[config.mk]
export PLATFORM = sky130hd
export DESIGN_NAME = brightness_pwm_gen
export DESIGN_NICKNAME = d
export VERILOG_FILES = /design/src/rtl/brightness_pwm_gen.sv
export SDC_FILE = /design/constraint.sdc
export NUM_CORES = 1
export LEC_CHECK = 0
export CORE_MARGIN = 8
export CORE_UTILIZATION = 56
export DETAILED_ROUTE_END_ITERATION = 8
export PLACE_DENSITY = 0.78
export SLEW_MARGIN = 0
export SYNTH_ARGS = -nofsm -noshare
export SYNTH_HDL_FRONTEND = slang
export SYNTH_SLANG_ARGS = --single-unit
[constraint.sdc]
create_clock -name clk -period 2.1 [get_ports clk]
set_clock_uncertainty 0.2 [all_clocks]
set_input_delay 0.42 -clock clk [delete_from_list [all_inputs] [get_ports clk]]
set_output_delay 0.42 -clock clk [all_outputs]
set_load 0.1 [all_outputs]
[src/rtl/brightness_pwm_gen.sv]
// -----------------------------------------------------------------------------
// brightness_pwm_gen
//
// Produces the display-blanking signal for the anode gating stage. When pwm is
// 1, all of the active-low anodes are forced off. The block holds an 8-bit
// brightness level. Single-cycle requests from the debounced button logic step
// this level up or down. A new level reaches the comparator only at a PWM
// period boundary, so no period is ever truncated or glitched.
//
// Parameters
//   PRESC_DIV  clk cycles per PWM phase step (>= 1)
//   STEP       brightness increment/decrement per request (1..255)
//   INIT_DUTY  brightness level after reset (0..255)
//
// Ports
//   clk          in   system clock, rising edge
//   rst_n        in   asynchronous active-low reset
//   bright_up    in   one-cycle request to raise brightness
//   bright_down  in   one-cycle request to lower brightness
//   pwm          out  registered blank signal (1 = display off)
//   duty         out  currently requested brightness level
// -----------------------------------------------------------------------------
module brightness_pwm_gen #(
    parameter int PRESC_DIV = 390,
    parameter int STEP      = 32,
    parameter int INIT_DUTY = 128
) (
    input  logic       clk,
    input  logic       rst_n,
    input  logic       bright_up,
    input  logic       bright_down,
    output logic       pwm,
    output logic [7:0] duty
);

    // A divider of 1 would give a zero-width counter, so keep at least one bit.
    localparam int              PW       = (PRESC_DIV > 1) ? $clog2(PRESC_DIV) : 1;
    localparam logic [PW-1:0]   PRE_MAX  = PW'(PRESC_DIV - 1);
    localparam logic [8:0]      STEP9    = 9'(STEP);
    localparam logic [7:0]      INIT8    = 8'(INIT_DUTY);

    logic [PW-1:0] pre_cnt_q, pre_cnt_d;
    logic [7:0]    phase_q, phase_d;
    logic [7:0]    duty_req_q, duty_req_d;
    logic [7:0]    duty_active_q, duty_active_d;
    logic          pwm_q, pwm_d;

    logic          tick;
    logic          period_wrap;
    logic [8:0]    sum9;
    logic [8:0]    diff9;

    assign tick        = (pre_cnt_q == PRE_MAX);
    assign period_wrap = tick && (phase_q == 8'hFF);

    // Prescaler and phase counter.
    always_comb begin
        pre_cnt_d = pre_cnt_q + PW'(1);
        phase_d   = phase_q;
        if (tick) begin
            pre_cnt_d = '0;
            phase_d   = phase_q + 8'd1;
        end
    end

    // Requested level. Requests are evaluated in 9 bits. For the sum, bit 8 is
    // the carry out (overflow past 255). For the difference, bit 8 is the
    // borrow (result below 0). Both cases saturate.
    assign sum9  = {1'b0, duty_req_q} + STEP9;
    assign diff9 = {1'b0, duty_req_q} - STEP9;

    always_comb begin
        duty_req_d = duty_req_q;
        if (bright_up && !bright_down) begin
            duty_req_d = sum9[8] ? 8'hFF : sum9[7:0];
        end else if (bright_down && !bright_up) begin
            duty_req_d = diff9[8] ? 8'h00 : diff9[7:0];
        end
    end

    // The shadow level is loaded at the period wrap from the registered
    // request. A request that lands on the wrap cycle itself only reaches the
    // comparator at the following wrap.
    always_comb begin
        duty_active_d = duty_active_q;
        if (period_wrap) begin
            duty_active_d = duty_req_q;
        end
    end

    // Blank while the phase is at or above the active level. A level of 0
    // keeps the display dark. A level of 255 still blanks the final phase step.
    always_comb begin
        pwm_d = (phase_q >= duty_active_q);
    end

    always_ff @(posedge clk or negedge rst_n) begin
        if (!rst_n) begin
            pre_cnt_q     <= '0;
            phase_q       <= 8'd0;
            duty_req_q    <= INIT8;
            duty_active_q <= INIT8;
            pwm_q         <= 1'b1;
        end else begin
            pre_cnt_q     <= pre_cnt_d;
            phase_q       <= phase_d;
            duty_req_q    <= duty_req_d;
            duty_active_q <= duty_active_d;
            pwm_q         <= pwm_d;
        end
    end

    assign pwm  = pwm_q;
    assign duty = duty_req_q;

endmodule
==> metrics.yaml <==
critical_path:
  crit_fanout: 8
  critPathArrivalTime_ps: 1280
  crit_chain: "buf_12"
  rr_worst_depth: 5
  rr_endpoint: "phase_q[1]$_DFFE_PN0N_"
  crit_required_ps: 1480
  r2r-start: "pre_cnt_q[1]$_DFF_PN0_"
  cp.buffers_inverters: 1
  rrSetupSlack_ps: 250
  setup.worst_path.class: "reg -> out"
  slowest_stage: "dfrtp_1"
  start_kind: "flip-flop"
  cp_top_family: "flip-flops"
  max_stage_delay_ps: 710
  critPathCaptureType: "primary output"
floorplan:
  die_h_microns: 67.9
  coreArea_sq_um: 2660
  placementRows: 19
  start_util: 0.567
  dieArea_sq_um: 4610
  ios: 13
  die_w_microns: 67.9
global_route:
  gr-usage-all-layers: 0.134
  grt_pass1_vias: 1087
  grt_pass1_wl_microns: 4800
  grt_max_degree: 27
  grt-ovfl-total: 0
  antenna_found_initial: 0
yosys:
  synth_top_area_share: 0.381
  synth_nets: 162
  synth_area_leaders: "dfrtp_1 (38%), ha_1 (12%), dfstp_2 (5.2%), xnor2_1 (5.2%), inv_1 (3.2%)"
  synth-simple-area-share: 0.160
  ys_ff_latch: 26
  synthAdderAreaFrac: 0.116
  synth_top_family_by_area: "simple AND/OR/NAND/NOR gates"
  yosys-mux-area-fraction: 0.0456
  synth_compound_area_frac: 0.0953
  ys_seq_area_frac: 0.433
  yosys_warnings: 0
  syn_avg_cell_area_sq_um: 10.5
  syn_inst: 144
  synth_top_cell_by_area: "dfrtp_1"
  synthXorXnorAreaFrac: 0.0696
  synthesis.area_sq_um: 1510
  synth_cell_types: 38
final_layout:
  antenna_cells: 0
  layout-drive-gt1-share: 0.195
  final_util: 0.668
  area_growth_pct: 17.8
  final_cells: 185
  fin_nets: 173
detailed_routing:
  wire_per_inst_microns: 15.1
  drtIter0Drc: 56
  num_vias: 1051
  wl_microns: 2800
  ant_nets: 0
  remaining_drc_errors: 0
  viasPerCell: 5.68
  dr.pass1.iters: 4
timing:
  hold_viol_final: 0
  fin_crit_ps: 1900
  report.final.slew_viol_count: 0
  slew_headroom: 0.639
  finalCritPeriodShare: 0.907
  rsz0062_at_grt: "false"
  fin_ws_ps: 195
  clock.fmax_mhz: 525
  setup_tns_ps: 0
  tightest_slew_ps: 542
  finalSetupViolCount: 0
placement:
  portBuffers: 12
  hpwl_microns: 2090
  dp.cells: 181
  dp_slack_ps: -80.3
  gp_congestion: 0.860
cts:
  cts_tree: "done"
  clk_pin_slew_ps: 150
  htreeDepth: 1
  cts_made_buffers: 3
  ctsHoldBuffers: 0
  ctsResizeCount: 0
  cts.sinks: 26
  clkLatencyLatePin_ps: 330
  cts-root-buf: "clkbuf_4"
  clock_tree.buffer_depth: 2
  post_cts_buffers: 0
flow_run:
  drv_cap: 0
pwr:
  leakage_nw: 0.863
  ir_worst_vdd_v: 0.00200
  power.density_nw_per_um2: 1160
run_status:
  status: "finished clean"
hold_path:
  hold_path_class: "in -> async"
-- cells in the mapped netlist (all sizes together) --
cell type and number:
a31oi 1, nand2 2, dfstp 3, nor3 2, nand3 6, and4bb 2
nor3b 1, o21ai 7, a211o 1, dfrtp 23, a21oi 2, mux2 4
o41ai 2, nor2b 2, inv 13, o22ai 1, a22oi 1, buf 7
clkbuf 4, or3 1, nand4 6, a221o 3, a21o 2, and2 2
ha 14, xor2 3, o21bai 1, and4 2, xnor2 9, mux2i 2
and3 4, nor2 11
-- worst max-delay path by stage --
stage / startpoint / end / slack (ps) / depth (start not counted)
5_1_grt: duty[3]$_DFFE_PN0P_ / duty[1] / 140 / 1
2_1_floorplan: duty[3]$_DFFE_PN0P_ / duty[1] / 60 / 1
4_1_cts: duty[3]$_DFFE_PN0P_ / duty[1] / 190 / 1
6_report: duty[3]$_DFFE_PN0P_ / duty[1] / 200 / 1
3_5_place_dp: bright_down / duty[6]$_DFFE_PN0P_ / -80 / 6
3_3_place_gp: bright_down / duty[6]$_DFFE_PN0P_ / -6 / 6
-- cell type report --
class | count | area [sq um]
multi-input combinational | 94 | 734
tap | 31 | 38.8
sequential | 26 | 657
clock inverter | 1 | 30.0
timing repair buffer | 17 | 248
clock buffer | 3 | 22.5
inverter | 13 | 48.8
fill | 202 | 883
-- flip-flops by register name, indices dropped and copies added (netlist names) --
register and count:
duty_active_q 4, pre_cnt_q 9, duty 4, pwm 1
phase_q 8
-- logic make-up after synthesis --
logic type,count (synthesis)
AO/OA/AOI/OAI,21
multiplexers,6
flip-flops,26
AND/OR/NAND/NOR,41
buffers and inverters,24
XOR/XNOR,12
adder cells (fa/ha/maj),14
-- cell usage in the layout, fill, tap and decap left out, types with 3 or more instances in the layout --
| master | n |
|---|---|
| xnor2_1 | 9 |
| nand4_1 | 5 |
| ha_1 | 14 |
| nor2_1 | 11 |
| dfrtp_1 | 21 |
| inv_1 | 13 |
| buf_4 | 5 |
| dfstp_2 | 3 |
| mux2_2 | 3 |
| and3_1 | 4 |
| o21ai_0 | 7 |
| buf_12 | 9 |
| clkdlybuf4s50_1 | 3 |
| a221o_1 | 3 |
| xor2_1 | 3 |
| clkbuf_4 | 3 |
| nand3_1 | 6 |
-- where the power goes --
| group | switching, mW | internal, mW |
|---|---|---|
| logic | 0.662 | 0.365 |
| registers | 0.127 | 0.550 |
| clock network | 0.159 | 0.193 |
| total | 0.948 | 1.11 |
-- through the flow --
stage	area, sq um	total power, mW	hold slack [ps]
after floorplan	1510	1.36	-75.6
after detailed placement	1730	1.72	281
after CTS	1780	2.06	239
final	1780	2.06	226
after global placement	1730	1.70	277
after global routing	1780	2.14	250
-- metal layers --
metal,vias to the layer above,GRT usage,wire length (microns),part of all wire
met1,512,0.167,1280,0.46
met4,0,0.0691,56,0.020
met3,4,0.0131,58,0.021
met2,15,0.225,1400,0.50
li1,520,-,-,-
met5,-,0,0,0
(Power assumes the default switching activity.)
